## config.mk

```make
export PLATFORM = sky130hd
export DESIGN_NAME = div_unit
export DESIGN_NICKNAME = d
export VERILOG_FILES = /design/src/rtl/div_unit.sv
export SDC_FILE = /design/constraint.sdc
export NUM_CORES = 1
export LEC_CHECK = 0
export BUFFER_PORTS_ARGS = -buffer_cell sky130_fd_sc_hd__buf_2
export CORE_MARGIN = 2
export CORE_UTILIZATION = 50
export CTS_BUF_LIST = sky130_fd_sc_hd__clkbuf_16
export DETAILED_ROUTE_END_ITERATION = 6
export PLACE_DENSITY = 0.7
export SLEW_MARGIN = 0
export SYNTH_ARGS = -nofsm -noshare
export SYNTH_HDL_FRONTEND = slang
export SYNTH_SLANG_ARGS = --single-unit
```

## constraint.sdc

```tcl
create_clock -name clk -period 6.8 [get_ports clk]
set_clock_uncertainty 0.15 [all_clocks]
set_input_delay 0 -clock clk [delete_from_list [all_inputs] [get_ports clk]]
set_output_delay 0 -clock clk [all_outputs]
set_load 0.01 [all_outputs]
```

## src/rtl/div_unit.sv

```systemverilog
// div_unit: iterative radix-2 restoring integer divider (DIV/DIVU/REM/REMU).
// One quotient bit per cycle. Divide-by-zero and signed overflow answer in a
// single cycle without iterating.
// Optional macro DIV_CACHE_EN: adds a last-result cache. A request whose
// {dividend, divisor, signed} matches the previous one answers in one cycle.
// Handshake: a request is accepted on an edge where req_valid_i & req_ready_o.
// A response completes on an edge where resp_valid_o & resp_ready_i. Data is
// held stable while valid is high and ready is low.
module div_unit #(
   parameter int WIDTH = 32
) (
   input  logic             clk,
   input  logic             rst,
   input  logic             req_valid_i,
   output logic             req_ready_o,
   input  logic [WIDTH-1:0] dividend_i,
   input  logic [WIDTH-1:0] divisor_i,
   input  logic             signed_i,
   output logic             resp_valid_o,
   input  logic             resp_ready_i,
   output logic [WIDTH-1:0] quot_o,
   output logic [WIDTH-1:0] rem_o,
   output logic             busy_o,
   output logic [1:0]       dbg_state
);

   localparam int CW = $clog2(WIDTH);

   typedef enum logic [1:0] {IDLE, CALC, FIX, DONE} state_t;

   state_t state, next_state;

   logic [2*WIDTH-1:0] pr;        // {partial remainder, dividend/quotient bits}
   logic [WIDTH-1:0]   dvsr;
   logic [CW-1:0]      cnt;
   logic               neg_q, neg_r;

   logic               accept, div_zero, ovf, hit, fast;
   logic               sd, sv;
   logic [WIDTH-1:0]   abs_dvd, abs_dvs;
   logic [WIDTH-1:0]   fast_quot, fast_rem, fix_quot, fix_rem;
   logic [WIDTH:0]     upper, diff;
   logic [2*WIDTH-1:0] pr_next;

`ifdef DIV_CACHE_EN
   logic               c_valid, c_signed, op_signed;
   logic [WIDTH-1:0]   c_dividend, c_divisor, c_quot, c_rem;
   logic [WIDTH-1:0]   op_dividend, op_divisor;
`endif

   // Request decode, corner-case detection and the single restoring step.
   always_comb begin
      accept   = req_valid_i & req_ready_o;
      div_zero = (divisor_i == '0);
      ovf      = signed_i && (dividend_i == {1'b1, {(WIDTH-1){1'b0}}}) && (divisor_i == '1);
`ifdef DIV_CACHE_EN
      hit      = c_valid && (c_dividend == dividend_i) && (c_divisor == divisor_i)
                 && (c_signed == signed_i);
`else
      hit      = 1'b0;
`endif
      fast     = div_zero | ovf | hit;

      sd       = signed_i & dividend_i[WIDTH-1];
      sv       = signed_i & divisor_i[WIDTH-1];
      abs_dvd  = sd ? -dividend_i : dividend_i;
      abs_dvs  = sv ? -divisor_i : divisor_i;

      fast_quot = '1;
      fast_rem  = dividend_i;
      if (!div_zero && ovf) begin
         fast_quot = dividend_i;
         fast_rem  = '0;
      end
`ifdef DIV_CACHE_EN
      else if (!div_zero && hit) begin
         fast_quot = c_quot;
         fast_rem  = c_rem;
      end
`endif

      // Shift left by one, then trial-subtract from the upper WIDTH+1 bits.
      upper = pr[2*WIDTH-1:WIDTH-1];
      diff  = upper - {1'b0, dvsr};
      if (!diff[WIDTH])
         pr_next = {diff[WIDTH-1:0], pr[WIDTH-2:0], 1'b1};
      else
         pr_next = {pr[2*WIDTH-2:0], 1'b0};

      fix_quot = neg_q ? -pr[WIDTH-1:0] : pr[WIDTH-1:0];
      fix_rem  = neg_r ? -pr[2*WIDTH-1:WIDTH] : pr[2*WIDTH-1:WIDTH];
   end

   // State register.
   always_ff @(posedge clk) begin
      if (rst) state <= IDLE;
      else     state <= next_state;
   end

   // Next-state logic and status outputs.
   always_comb begin
      next_state   = state;
      req_ready_o  = 1'b0;
      resp_valid_o = 1'b0;
      busy_o       = (state != IDLE);
      dbg_state    = state;
      case (state)
         IDLE: begin
            req_ready_o = ~rst;
            if (accept) next_state = fast ? DONE : CALC;
         end
         CALC: if (cnt == CW'(WIDTH-1)) next_state = FIX;
         FIX:  next_state = DONE;
         DONE: begin
            resp_valid_o = 1'b1;
            if (resp_ready_i) next_state = IDLE;
         end
         default: next_state = IDLE;
      endcase
   end

   // Datapath: operand latch, iteration, sign fix-up and result registers.
   always_ff @(posedge clk) begin
      if (rst) begin
         pr     <= '0;
         dvsr   <= '0;
         cnt    <= '0;
         neg_q  <= 1'b0;
         neg_r  <= 1'b0;
         quot_o <= '0;
         rem_o  <= '0;
      end else begin
         case (state)
            IDLE: if (accept) begin
               if (fast) begin
                  quot_o <= fast_quot;
                  rem_o  <= fast_rem;
               end else begin
                  pr    <= {{WIDTH{1'b0}}, abs_dvd};
                  dvsr  <= abs_dvs;
                  cnt   <= '0;
                  neg_q <= sd ^ sv;
                  neg_r <= sd;
               end
            end
            CALC: begin
               pr  <= pr_next;
               cnt <= cnt + CW'(1);
            end
            FIX: begin
               quot_o <= fix_quot;
               rem_o  <= fix_rem;
            end
            default: ;
         endcase
      end
   end

`ifdef DIV_CACHE_EN
   // Last-result cache: filled whenever a response is produced.
   always_ff @(posedge clk) begin
      if (rst) begin
         c_valid     <= 1'b0;
         c_signed    <= 1'b0;
         c_dividend  <= '0;
         c_divisor   <= '0;
         c_quot      <= '0;
         c_rem       <= '0;
         op_signed   <= 1'b0;
         op_dividend <= '0;
         op_divisor  <= '0;
      end else if (state == IDLE && accept) begin
         op_dividend <= dividend_i;
         op_divisor  <= divisor_i;
         op_signed   <= signed_i;
         if (fast) begin
            c_valid    <= 1'b1;
            c_dividend <= dividend_i;
            c_divisor  <= divisor_i;
            c_signed   <= signed_i;
            c_quot     <= fast_quot;
            c_rem      <= fast_rem;
         end
      end else if (state == FIX) begin
         c_valid    <= 1'b1;
         c_dividend <= op_dividend;
         c_divisor  <= op_divisor;
         c_signed   <= op_signed;
         c_quot     <= fix_quot;
         c_rem      <= fix_rem;
      end
   end
`endif

endmodule

```

Word-level counts from Yosys, hierarchy flattened

Index checks and enable logic that the tools add are counted.

Register bits: 169
Input port bits: 69
Output and inout port bits: 69
Logic and storage cells: 71

$add $sub $neg: 6
Eq/ne operators: 11
Mux-type cells: 26
Bitwise gates (word level): 7
Reduce and logical (&&, ||, !) cells: 13

Operators by type and width:

| operator                                      | number |
|---|---|
| two-way mux 32 bit                            | 10 |
| two-way mux 64 bit                            | 3 |
| negation 32 bit                               | 4 |
| case mux 32 bit (2 select lines)              | 2 |
| case mux 64 bit (2 select lines)              | 1 |
| == test 32 bit, second input constant         | 2 |
| subtractor 33 x 32 -> 33 bit                  | 1 |
| zero test 32 bit                              | 1 |
| AND reduction 3 bit                           | 4 |
| two-way mux 5 bit                             | 2 |
| inequality test 2 bit, second input constant  | 5 |
| case mux 5 bit (2 select lines)               | 1 |
| two-way mux 2 bit                             | 4 |
| case mux 2 bit (4 select lines)               | 1 |
| nonzero test 2 bit                            | 3 |
| adder 5 x 1 -> 5 bit, second input constant   | 1 |
| == test 5 bit, second input constant          | 1 |
| == test 2 bit, second input constant          | 2 |
| bitwise AND 1 bit                             | 3 |
| logical AND 1 bit                             | 3 |
| == test 2 x 1 -> 1 bit, second input constant | 1 |
| zero test 2 bit                               | 1 |
| two-way mux 1 bit                             | 2 |
| NOT 1 bit                                     | 2 |
| other kinds (3)                               | 3 |

Logic depth before layout (Yosys ltp)

Word-level depth: 8
Depth in mapped cells: 13
Depth with buffers taken out: 12

Least setup slack after synthesis

OpenSTA, ideal clock, no wires.

Kind: register to register
From: register pr[31]
To: register pr[50]
Library setup time: 127 ps
Arrival time: 3078 ps
Required time: 6523 ps
Path slack: 3445 ps
Cell stages (with the launch flop): 14
Buffers on the path: 1
Period minus slack after synthesis: 3355 ps
Path through: dfxtp_1 -> inv_1 -> ha_1 -> fa_1 -> nor2b_1 -> o2111ai_1 -> a2111oi_2 -> o211ai_1 -> a211oi_1 -> o21ai_1 -> xnor2_2 -> buf_2 -> mux2i_1 -> o21ai_1

Cells in the longest elaborated chain, start to end: 3

RTL lines:

| item                             | RTL line | RTL |
|---|---|---|
| from (decl)                      | 33       | `logic [2*WIDTH-1:0] pr;` |
| from (signal assigned)           | 139      | `pr <= {{WIDTH{1'b0}}, abs_dvd};` |
| from (signal assigned)           | 147      | `pr <= pr_next;` |
| subtractor 33 x 32 -> 33 bit     | 84       | `diff = upper - {1'b0, dvsr};` |
| two-way mux 64 bit               | 85       | `if (!diff[WIDTH])` |
| case mux 64 bit (2 select lines) | 133      | `case (state)` |

Every way passes these cells.
A chain may end at the register's enable or synchronous reset.

Worst setup path after layout

From: input port divisor_i[6]
To: register dvsr[31]

Cells in the longest elaborated chain, start to end: 5
Elaborated cells on any way between the ends: 8
Those cells by class: 1 x add/sub; 1 x eq/ne; 1 x mux; 2 x bitwise; 3 x reduce/logical

RTL lines:

| item                                                                    | RTL line | RTL |
|---|---|---|
| from (decl)                                                             | 17       | `input logic [WIDTH-1:0] divisor_i,` |
| parallel branches: the longest is 5 deep, another holds negation 32 bit | -        |  |
| to (signal assigned)                                                    | 140      | `dvsr <= abs_dvs;` |
| to (decl)                                                               | 34       | `logic [WIDTH-1:0] dvsr;` |

Parallel ways; which one is timed is not known.

==> impl_metrics.tcl <==
set metrics [dict create \
    die_h_um 153.2 \
    fin_crit_sh 0.6304 \
    slew_headroom 0.2343 \
    grt-ovfl-total 0 \
    crit_path_start_kind "input pin" \
    hold-worst-slack_ps 34.38 \
    cts-root-buf "clkbuf_16" \
    syn_nets 1565 \
    path_class "input pin to flop" \
    final_util 0.6166 \
    grt_pass1_wl_um 52810 \
    wire_per_inst_um 16.85 \
    ctsLongestPathBuffers 2 \
    yosys_warnings 0 \
    synth_fa_ha_area_frac 0.05129 \
    crit_cells 12 \
    die-area_um2 23450 \
    clk_latency_ps 430 \
    fin_crit_ps 4287 \
    drv_cap 0 \
    firstDrtPassIters 5 \
    slowest_delay_ps 730 \
    status "completed" \
    final-setup-viol-count 0 \
    grt_max_degree 86 \
    yosys.area_share.simple 0.1989 \
    placed_area_um2 11940 \
    synth.area.top_cells "dfxtp_1 30%, xor2_1 7.0%, a21oi_1 6.1%, nor2_1 5.8%, ha_1 4.9%" \
    drive_gt1_frac 0.1259 \
    die_w_um 153.2 \
    tightest_slew_ps 1149 \
    netlist_area_um2 11120 \
    dpl_worst_slack_ps 2796 \
    ir_worst_vdd_mv 0.1249 \
    grt_pass1_vias 10590 \
    switchingPower_uw 1172 \
    avgSynthCellArea_um2 7.666 \
    diodes 0 \
    drt-initial-drc-count 850 \
    holdPathStages 4 \
    fillers 1975 \
    internal-power_uw 2073 \
    ff2ff_path_depth 13 \
    comb_power_share 0.353 \
    critical_path_buf_inv_count 5 \
    p_leak_uw 0.005592 \
    rows 54 \
    max_freq_ghz 0.2333 \
    clock_power_share 0.299 \
    ys_types 70 \
    drtAntennaViolNets 0 \
    antenna_found_initial 0 \
    tns_ps 0 \
    netlist_instances 1451 \
    slowest_stage "nor3_1" \
    cts_buffers 17 \
    synth-seq-area-share 0.3042 \
    cts_sinks 169 \
    layout.nets 1745 \
    synthTopCellsByCount "173 x nor2_1, 169 x dfxtp_1, 139 x nand2_1" \
    cts_tree "built" \
    area_growth_pct 20.98 \
    crit_top_cell "dlygate4sd3_1" \
    io_pins 138 \
    cp_max_fo 26 \
    synth-xor-area-share 0.1172 \
    vias_per_cell 5.804 \
    power_switching_share 0.3613 \
    htree_levels 4 \
    synthMuxAreaShare 0.02430 \
    synth_seq_cells 169 \
    rsz0062_at_grt "no" \
    synth_top_family_by_area "compound AO/OA/AOI/OAI gates" \
    dp_hpwl_um 22900 \
    ys_async_sr_fraction 0 \
    crit_family "simple AND/OR/NAND/NOR gates" \
    synth_top_cell_area_share 0.3042 \
    yosysMostFrequentCell "nor2_1" \
    gp_congestion 0.9110 \
    synth_edf_count 0 \
    port_buffers 137 \
    initial_core_util 0.5097 \
    wirelength_um 32430 \
    remaining_drc_errors 0 \
    min_path_type "input pin to flop" \
    synth_compound_area_frac 0.2547 \
    stdcell_area_um2 13460 \
    slew_viol_final 0 \
    synth_ff_type "dfxtp_1" \
    clkTransAtPathRegs_ps 70 \
    power_density_nw_per_um2 241.1 \
    cp.arrival_ps 4460 \
    hold_viol_final 0 \
    vias 11170 \
    seq_power_share 0.348 \
    post_cts_buffers 0 \
    core_area_um2 21820 \
    end_kind "flop" \
    required_ps 6970 \
    yosysTopAreaCell "dfxtp_1" \
    crit_chain "dlygate4sd3_1 -> buf_2 -> or4_1 -> nor4_1 -> nand4_1 -> nor3_1 -> nor3_2 -> buf_4 -> nand3_1 -> dlygate4sd3_1 -> a21oi_1 -> dlygate4sd3_1" \
    layout_setup_ws_ps 2513 \
    grt_usage 0.2722 \
]
## worst reg2reg max path: stages, from the launching register on
cell and delay, ps:
dfxtp_1 350, inv_1 80, ha_1 230, fa_1 420, nor2b_1 180, o2111ai_1 160, a2111oi_2 500, o211ai_1 230
a211oi_1 320, o21ai_1 210, xnor2_4 300, buf_4 450, nand2_1 100, a32o_1 260
## layout by cell type (no fill, tap or decap), types with 10 or more instances in the layout
cell type / synthesis / final
a21oi_1: 136 / 136
mux2i_1: 27 / 27
clkbuf_16: 0 / 17
a21o_1: 21 / 21
nor2_1: 173 / 172
nand3_1: 15 / 15
or3_1: 16 / 16
dfxtp_1: 169 / 169
buf_4: 1 / 12
nand2_1: 139 / 139
xor2_1: 89 / 89
nand4_1: 16 / 16
a31oi_1: 11 / 10
nor2b_1: 10 / 10
dlygate4sd3_1: 0 / 94
o21ai_0: 76 / 76
o41ai_1: 12 / 12
xnor2_1: 58 / 58
buf_2: 20 / 136
nor4_1: 11 / 11
inv_1: 54 / 54
o31ai_1: 28 / 28
or4_1: 12 / 12
nor3_1: 44 / 43
a22oi_1: 17 / 17
o22ai_1: 33 / 33
o21ai_1: 14 / 14
ha_1: 44 / 43
a211oi_1: 52 / 52
## logic make-up (layout without fill, tap and decap cells)
group                    Yosys count  in the layout
AO/OA/AOI/OAI                    449            449
XOR/XNOR                         148            148
adder cells (fa/ha/maj)           45             45
buffers and inverters            135            328
flip-flops                       169            169
multiplexers                      27             27
AND/OR/NAND/NOR                  478            478
## per-layer routing
layer / part of all wire / track usage
met5: 0 / 0
met4: 0.024 / 0.09039
met3: 0.056 / 0.04338
met2: 0.47 / 0.4611
met1: 0.45 / 0.3538
## state kept, by name (all words and copies together) (netlist names)
signal and cells:
pr 64, dvsr 32, quot_o 32, rem_o 32
cnt 5, dbg_state 2, neg_q 1, neg_r 1
## power by group through the flow
stage               registers, µW  logic [µW]  clock network, µW
floorplan                    1130         829                  0
global placement             1150        1060                  0
detailed placement           1150        1080                  0
CTS                          1130        1130                978
global route                 1140        1260               1030
finish                       1130        1140                971
## final timing paths
path,start,endpoint,slack (ps)
setup / recovery,divisor_i[6],dvsr[31],2510
hold / removal,dividend_i[31],rem_o[31],30
setup reg to reg,pr[31],pr[49],2740
hold reg to reg,rem_o[18],rem_o[18],300
## repair_timing
| item | in CTS | in global routing |
|---|---|---|
| endpoints found under the hold margin | 108 | 0 |
| hold buffers | 94 | 0 |
| resized for setup | 0 | 0 |
## through the flow
step | std cells | power [µW]
2_1_floorplan | 1451 | 1955
3_3_place_gp | 1798 | 2204
3_5_place_dp | 1798 | 2224
4_1_cts | 1924 | 3235
5_1_grt | 1924 | 3424
6_report | 1924 | 3245
## final cells by class
type                       count  area, µm²  area share
multi-input combinational   1147       7233      0.5375
sequential                   169       3383      0.2514
clock inverter                15      150.1     0.01116
clock buffer                  17      425.4     0.03161
timing repair buffer         242       1712      0.1272
inverter                      54      202.7     0.01506
tap                          280      350.3     0.02603
Note: power is estimated with default switching activity, not from simulation.
